===== config.mk =====
export PLATFORM = sky130hd
export DESIGN_NAME = adc128s
export DESIGN_NICKNAME = d
export VERILOG_FILES = /design/src/rtl/adc128s.sv
export SDC_FILE = /design/constraint.sdc
export NUM_CORES = 1
export LEC_CHECK = 0
export ABC_AREA = 1
export BUFFER_PORTS_ARGS = -buffer_cell sky130_fd_sc_hd__clkbuf_2
export CAP_MARGIN = 20
export CORE_AREA = 2 2 130 132
export CTS_CLUSTER_SIZE = 8
export DETAILED_ROUTE_END_ITERATION = 16
export DIE_AREA = 0 0 132 134
export SLEW_MARGIN = 20
export SYNTH_ARGS = -nofsm -noshare
export SYNTH_HDL_FRONTEND = slang
export SYNTH_SLANG_ARGS = --single-unit

===== constraint.sdc =====
create_clock -name clk -period 2.09 [get_ports clk]
set_input_delay 0.3135 -clock clk [delete_from_list [all_inputs] [get_ports clk]]
set_output_delay 0.3135 -clock clk [all_outputs]
set_load 0.02 [all_outputs]

===== src/rtl/adc128s.sv =====
// SPI slave model of an 8-channel 12-bit A2D converter, sampled in the clk domain.
// Optional macro ADC128S_TRISTATE_EN: MISO floats while the registered SS_n is high.
module adc128s #(
  parameter logic [11:0] INIT_VAL  = 12'hC00,
  parameter logic [11:0] CH_OFFSET = 12'h010,
  parameter logic [11:0] STEP      = 12'h010
) (
  input  logic clk,
  input  logic rst_n,
  input  logic SS_n,
  input  logic SCLK,
  input  logic MOSI,
  output logic MISO
);

  localparam int unsigned NUM_CH  = 8;
  localparam int unsigned DATA_W  = 12;
  localparam int unsigned FRAME_W = 16;
  localparam int unsigned CNT_W   = 5;
  localparam int unsigned CH_W    = 3;
  localparam int unsigned PAD_W   = FRAME_W - DATA_W;

  logic               ss_prev;
  logic               sclk_prev;
  logic [CNT_W-1:0]   bit_cnt, bit_cnt_d;
  logic [FRAME_W-1:0] tx, tx_d;
  logic [FRAME_W-1:0] rx, rx_d, rx_next;
  logic [CH_W-1:0]    sel_ch, sel_ch_d;
  logic [DATA_W-1:0]  ch_val   [NUM_CH];
  logic [DATA_W-1:0]  ch_val_d [NUM_CH];
  logic               miso_q, miso_d;
  logic               sclk_rise, sclk_fall, ss_fall, active;
  logic               cnt_lt_frame, cnt_nonzero, last_rise;

  assign sclk_rise    = SCLK & ~sclk_prev;
  assign sclk_fall    = ~SCLK & sclk_prev;
  assign ss_fall      = ~SS_n & ss_prev;
  assign active       = ~SS_n;
  assign rx_next      = {rx[FRAME_W-2:0], MOSI};
  assign cnt_lt_frame = bit_cnt < CNT_W'(FRAME_W);
  assign cnt_nonzero  = bit_cnt != '0;
  assign last_rise    = bit_cnt == CNT_W'(FRAME_W - 1);

  // Next-state: SS_n fall has priority over any coincident SCLK edge.
  always_comb begin
    bit_cnt_d = bit_cnt;
    tx_d      = tx;
    rx_d      = rx;
    sel_ch_d  = sel_ch;
    miso_d    = miso_q;
    for (int i = 0; i < NUM_CH; i++) ch_val_d[i] = ch_val[i];

    if (ss_fall) begin
      tx_d      = {PAD_W'(0), ch_val[sel_ch]};
      rx_d      = '0;
      bit_cnt_d = '0;
      miso_d    = tx_d[FRAME_W-1];
    end else if (!active) begin
      // Aborted or finished frame: partial command is dropped.
      rx_d   = '0;
      miso_d = 1'b0;
    end else if (sclk_rise && cnt_lt_frame) begin
      rx_d      = rx_next;
      bit_cnt_d = bit_cnt + CNT_W'(1);
      if (last_rise) begin
        sel_ch_d         = rx_next[13:11];
        ch_val_d[sel_ch] = ch_val[sel_ch] + STEP;
        tx_d             = '0;
        miso_d           = 1'b0;
      end
    end else if (sclk_fall && cnt_nonzero && cnt_lt_frame) begin
      tx_d   = {tx[FRAME_W-2:0], 1'b0};
      miso_d = tx_d[FRAME_W-1];
    end
  end

  always_ff @(posedge clk) begin
    if (!rst_n) begin
      ss_prev   <= 1'b1;
      sclk_prev <= 1'b1;
      bit_cnt   <= '0;
      tx        <= '0;
      rx        <= '0;
      sel_ch    <= '0;
      miso_q    <= 1'b0;
      for (int i = 0; i < NUM_CH; i++)
        ch_val[i] <= INIT_VAL + DATA_W'(i) * CH_OFFSET;
    end else begin
      ss_prev   <= SS_n;
      sclk_prev <= SCLK;
      bit_cnt   <= bit_cnt_d;
      tx        <= tx_d;
      rx        <= rx_d;
      sel_ch    <= sel_ch_d;
      miso_q    <= miso_d;
      for (int i = 0; i < NUM_CH; i++) ch_val[i] <= ch_val_d[i];
    end
  end

`ifdef ADC128S_TRISTATE_EN
  assign MISO = ss_prev ? 1'bz : miso_q;
`else
  assign MISO = miso_q;
`endif

endmodule


# After elaboration in Yosys (flattened, before gate mapping)
# Memory sizes are Yosys's and may differ from the RTL's. A register that Yosys moved wholly into a read port is not among the register bits.
# Cells that the tools add are included.
[classes]
n_bitwise = 17
order_cmp = 3
add_sub_neg = 2
reduce_logical = 14
n_eq_ne = 4
n_mux = 27
[ops]
columns = ["cell", "n"]
rows = [
  ["two-way mux 96 bit", 4],
  ["two-way mux 12 bit", 11],
  ["bitwise mux 96 bit", 1],
  ["two-way mux 15 bit", 3],
  ["demux 12 bit (select 3 bit)", 1],
  ["adder 12 x 5 -> 12 bit, second input constant", 1],
  ["OR 1 bit", 8],
  ["two-way mux 3 bit", 2],
  ["AND reduction 3 bit", 2],
  ["adder 5 x 1 -> 5 bit, second input constant", 1],
  ["== test 5 x 4 -> 1 bit, second input constant", 1],
  ["< comparator 5 bit, second input constant", 1],
  ["two-way mux 1 bit", 5],
  ["NOT 1 bit", 5],
  ["nonzero test 5 bit", 1],
  [">= comparator 4 bit, second input constant", 1],
  ["logical AND 1 bit", 4],
  ["< comparator 4 x 1 -> 1 bit, second input constant", 1],
  ["NOT 3 -> 4 bit", 1],
  ["AND reduction 2 bit", 2],
  ["AND reduction 4 bit", 1],
  ["bitwise AND 1 bit", 3],
  ["inequality test 3 bit, second input constant", 1],
  ["nonzero test 3 bit", 1],
  ["5 further kinds", 5],
]
[word_totals]
regBits = 39
ram_bits = 96
out_inout_bits = 1
n_memories = 1
wordCells = 76
[memory_table]
columns = ["name", "depth", "width", "rd", "rd_clocked_by_memory_dff", "wr", "line_no", "source"]
rows = [
  ["ch_val", 8, 12, 9, 1, 8, "29", "logic [DATA_W-1:0] ch_val [NUM_CH];"],
]

# Logic depth before layout (Yosys ltp)
[logic_depth]
ltp_word = 11
mapped_depth = 16
mapped_depth_nobuf = 14

# Worst setup path before layout
# Ideal clock, no wire load.
[synth_path]
path_kind = "register to register"
from = "register (tool-made name)"
to = "memory ch_val[1][8]"
t_arrival_ps = 1850
setup_slack_ps = 125
synth_period_minus_slack_ps = 1965
required_time_ps = 1974
stages_incl_launch_ff = 17
cell_sequence = "dfxtp_1 buf_2 inv_1 buf_4 a21oi_1 o21ai_1 nand2_1 nand2_1 nand2_2 ha_1 inv_1 nor2_2 nand2_1 nand2_1 nand2_2 o21ai_0 inv_1"
[synth_rtl]
columns = ["element", "line_no"]
rows = [
  ["to (decl)", "29"],
]

==> impl_metrics.ini <==
[power]
ir_worst_vdd_v = 0.0005569
power_switching_mw = 1.217
power_frac_comb_pct = 1.9
power_leakage_nw = 3.254
total_power_mw = 5.774
pwr-share-seq_pct = 45.7
netSwitchingFraction_pct = 21.08
clkPwrFrac_pct = 52.4
internal-power_mw = 4.556
p_per_area_nw_per_um2 = 767.8

[route]
drt_iter0_drc = 497
ant_nets = 0
routed-via-count = 5876
firstDrtPassIters = 5
via_per_inst = 4.984
route.detailed.drc = 0
wl_mm = 16.85
wl_per_cell_um = 14.29

[timing]
slew_violations = 0
finalSetupViolCount = 0
worstMarginPinSlew_ns = 0.4885
max_freq_ghz = 0.5218
rsz0062_at_grt = yes
fin_hold_ws_ns = 0.1163
period_share_pct = 91.70
max_slew_margin_pct = 67.35
fin_worst_skew_ns = 0.01142
finalSetupTns_ns = 0
final-hold-violation-count = 0
period_minus_slack_ns = 1.917

[finish]
multi_input_area_um2 = 2894
seqCellArea_um2 = 2766
final_cell_area_um2 = 7520
drive_above_1_share_pct = 13.14
antenna_cells = 0
final_util_pct = 46.16
nFillCells = 1662
nets = 957
area_delta_synth_final_pct = 17.68

[placed_design]
port_buffers = 5
routabilityCongestion = 0.8354
hpwl_mm = 11.25
dpl-instance-area_um2 = 6853

[synthesis]
ys_types = 31
ys_warn_count = 0
avgSynthCellArea_um2 = 6.923
ys_seq_area_share_pct = 43.23
netlist_instances = 923
synth_area_um2 = 6390
ys_ff_latch = 138
syn_nets = 932

[critical_path]
required_ns = 2.47
crit_fanout = 16
start_kind = flip-flop
arrival_ns = 2.29
worstSetupEndpointType = flip-flop
criticalPathCategory = reg2reg

[global_routing]
overflow = 0
grt_max_degree = 48
grt.total_usage_pct = 19.96
grt_pass1_wl_mm = 27.79
grt_pass1_vias = 5455
antenna_found_initial = 0

[clocking]
cts_buffer_depth = 2
cts_sinks = 138
cts_tree = done
clk_pin_slew_ns = 0.06
cts-root-buf = clkbuf_16
h-tree-depth = 4
clkLatencyLatePin_ns = 0.43
cts_made_buffers = 17
cts_hold_buf = 0

[floorplanning]
floorplan.initialDensity_pct = 39.23
die_w_um = 132
die_y_um = 134
core-area_um2 = 16290
fp.dieArea_um2 = 17690
ioPinCount = 6
rows = 47

[outcome]
status = finished, final reports clean

[hold_path]
hp-class = in2reg

[run]
timing.max_cap.violations = 0
[flip-flops by register name, indices dropped and copies added, names as in the netlist, named ones only]
| register | count |
|---|---|
| ch_val | 96 |
| tx | 15 |
| rx | 13 |
| bit_cnt | 5 |
| sel_ch | 3 |
| MISO | 1 |
| sclk_prev | 1 |
| ss_prev | 1 |
[Yosys cell counts]
cell type | n | area share, %
buf_4 | 6 | 0.70
buf_6 | 4 | 0.70
o22ai_1 | 1 | 0.098
nor3_1 | 1 | 0.078
nor4_1 | 1 | 0.098
clkbuf_1 | 22 | 1.3
buf_2 | 16 | 1.3
nand3_2 | 3 | 0.47
o21ai_1 | 20 | 1.6
ha_1 | 4 | 0.78
a21oi_1 | 113 | 8.9
nor2_2 | 5 | 0.49
clkinv_1 | 4 | 0.23
dfxtp_1 | 138 | 43
o21a_1 | 1 | 0.12
nand4_2 | 1 | 0.20
nor2_1 | 34 | 2.0
nand2_1 | 211 | 12
inv_1 | 123 | 7.2
a31oi_1 | 7 | 0.69
o21ai_0 | 79 | 6.2
nor2_4 | 1 | 0.18
o211ai_1 | 18 | 2.1
nand4_1 | 10 | 0.98
nor3_4 | 1 | 0.25
nand2_2 | 7 | 0.69
inv_2 | 8 | 0.47
nand3_1 | 78 | 6.1
buf_1 | 3 | 0.18
or2_2 | 1 | 0.098
o21ai_2 | 2 | 0.27
[repair_timing]
item	in CTS	in global routing
buffers inserted	0	1
gates resized for setup	0	23
endpoints found under the setup margin	0	99
hold endpoints to repair	0	0
[power by group through the flow]
stage               clock (mW)  sequential, mW  combinational (mW)
floorplan                    0            2.70              0.0747
CTS                       3.07            2.64               0.110
finish                    3.02            2.64               0.109
global route              3.20            2.64               0.123
global placement             0            2.70               0.109
detailed placement           0            2.70               0.110
[metal layers]
layer	part of all wire [%]	track usage (%)	up-vias
li1	-	-	3045
met1	47	26.03	2681
met2	46	32.41	127
met3	5.3	4.686	23
met4	1.8	7.126	0
met5	0	0	-
[layout make-up]
| type | count | area share [%] |
|---|---|---|
| clock buffers | 23 | 6.622 |
| multi-input cells | 599 | 38.49 |
| well taps | 220 | 3.661 |
| repair inverters | 1 | 0.06656 |
| flip-flops and latches | 138 | 36.79 |
| repair buffers | 56 | 6.140 |
| inverters | 135 | 7.038 |
| clock inverters | 7 | 1.198 |
[critical path, stage by stage, from the launching register on]
cell     delay, ns
dfxtp_2       0.33
inv_2         0.19
buf_4         0.28
nand2_1       0.09
nand3_1       0.08
nand2_1       0.07
nand2_1       0.06
nand2_1       0.13
inv_1         0.16
nand3_2       0.22
nand3_1       0.17
nand2_1       0.06
inv_1         0.05
[placed cells by master, fill, tap and decap left out, types with 7 or more instances in the layout]
| master | n |
|---|---|
| nand4_1 | 10 |
| buf_4 | 46 |
| o21ai_0 | 77 |
| nand3_1 | 78 |
| a31oi_1 | 7 |
| nor2_1 | 34 |
| dfxtp_1 | 135 |
| o211ai_1 | 18 |
| a21oi_1 | 113 |
| o21ai_1 | 22 |
| inv_1 | 121 |
| nand2_2 | 10 |
| nand2_1 | 208 |
| clkbuf_16 | 17 |
[metrics by stage]
step | instances | setup slack, ns
2_1_floorplan | 923 | 0.1246
3_3_place_gp | 1147 | 0.1107
3_5_place_dp | 1147 | 0.06967
4_1_cts | 1177 | 0.04797
5_1_grt | 1179 | -0.01144
6_report | 1179 | 0.1734
[final timing paths]
kind | start | endpoint | slack (ns) | depth (start not counted)
hold / removal | MOSI | rx[0] | 0.12 | 3
setup / recovery | flip-flop | ch_val[2][9] | 0.17 | 12
hold reg to reg | ch_val[0][1] | ch_val[0][1] | 0.45 | 2
setup reg to reg | flip-flop | ch_val[2][9] | 0.17 | 12
[cells by family (layout without fill, tap and decap cells)]
kind of cell             count (synthesis)  in the layout  synth area share, %
AND/OR/NAND/NOR                        354            354                24.03
AO/OA/AOI/OAI                          241            241                19.89
buffers and inverters                  186            222                12.06
flip-flops                             138            138                43.23
adder cells (fa/ha/maj)                  4              4               0.7833
(Power assumes the default switching activity.)
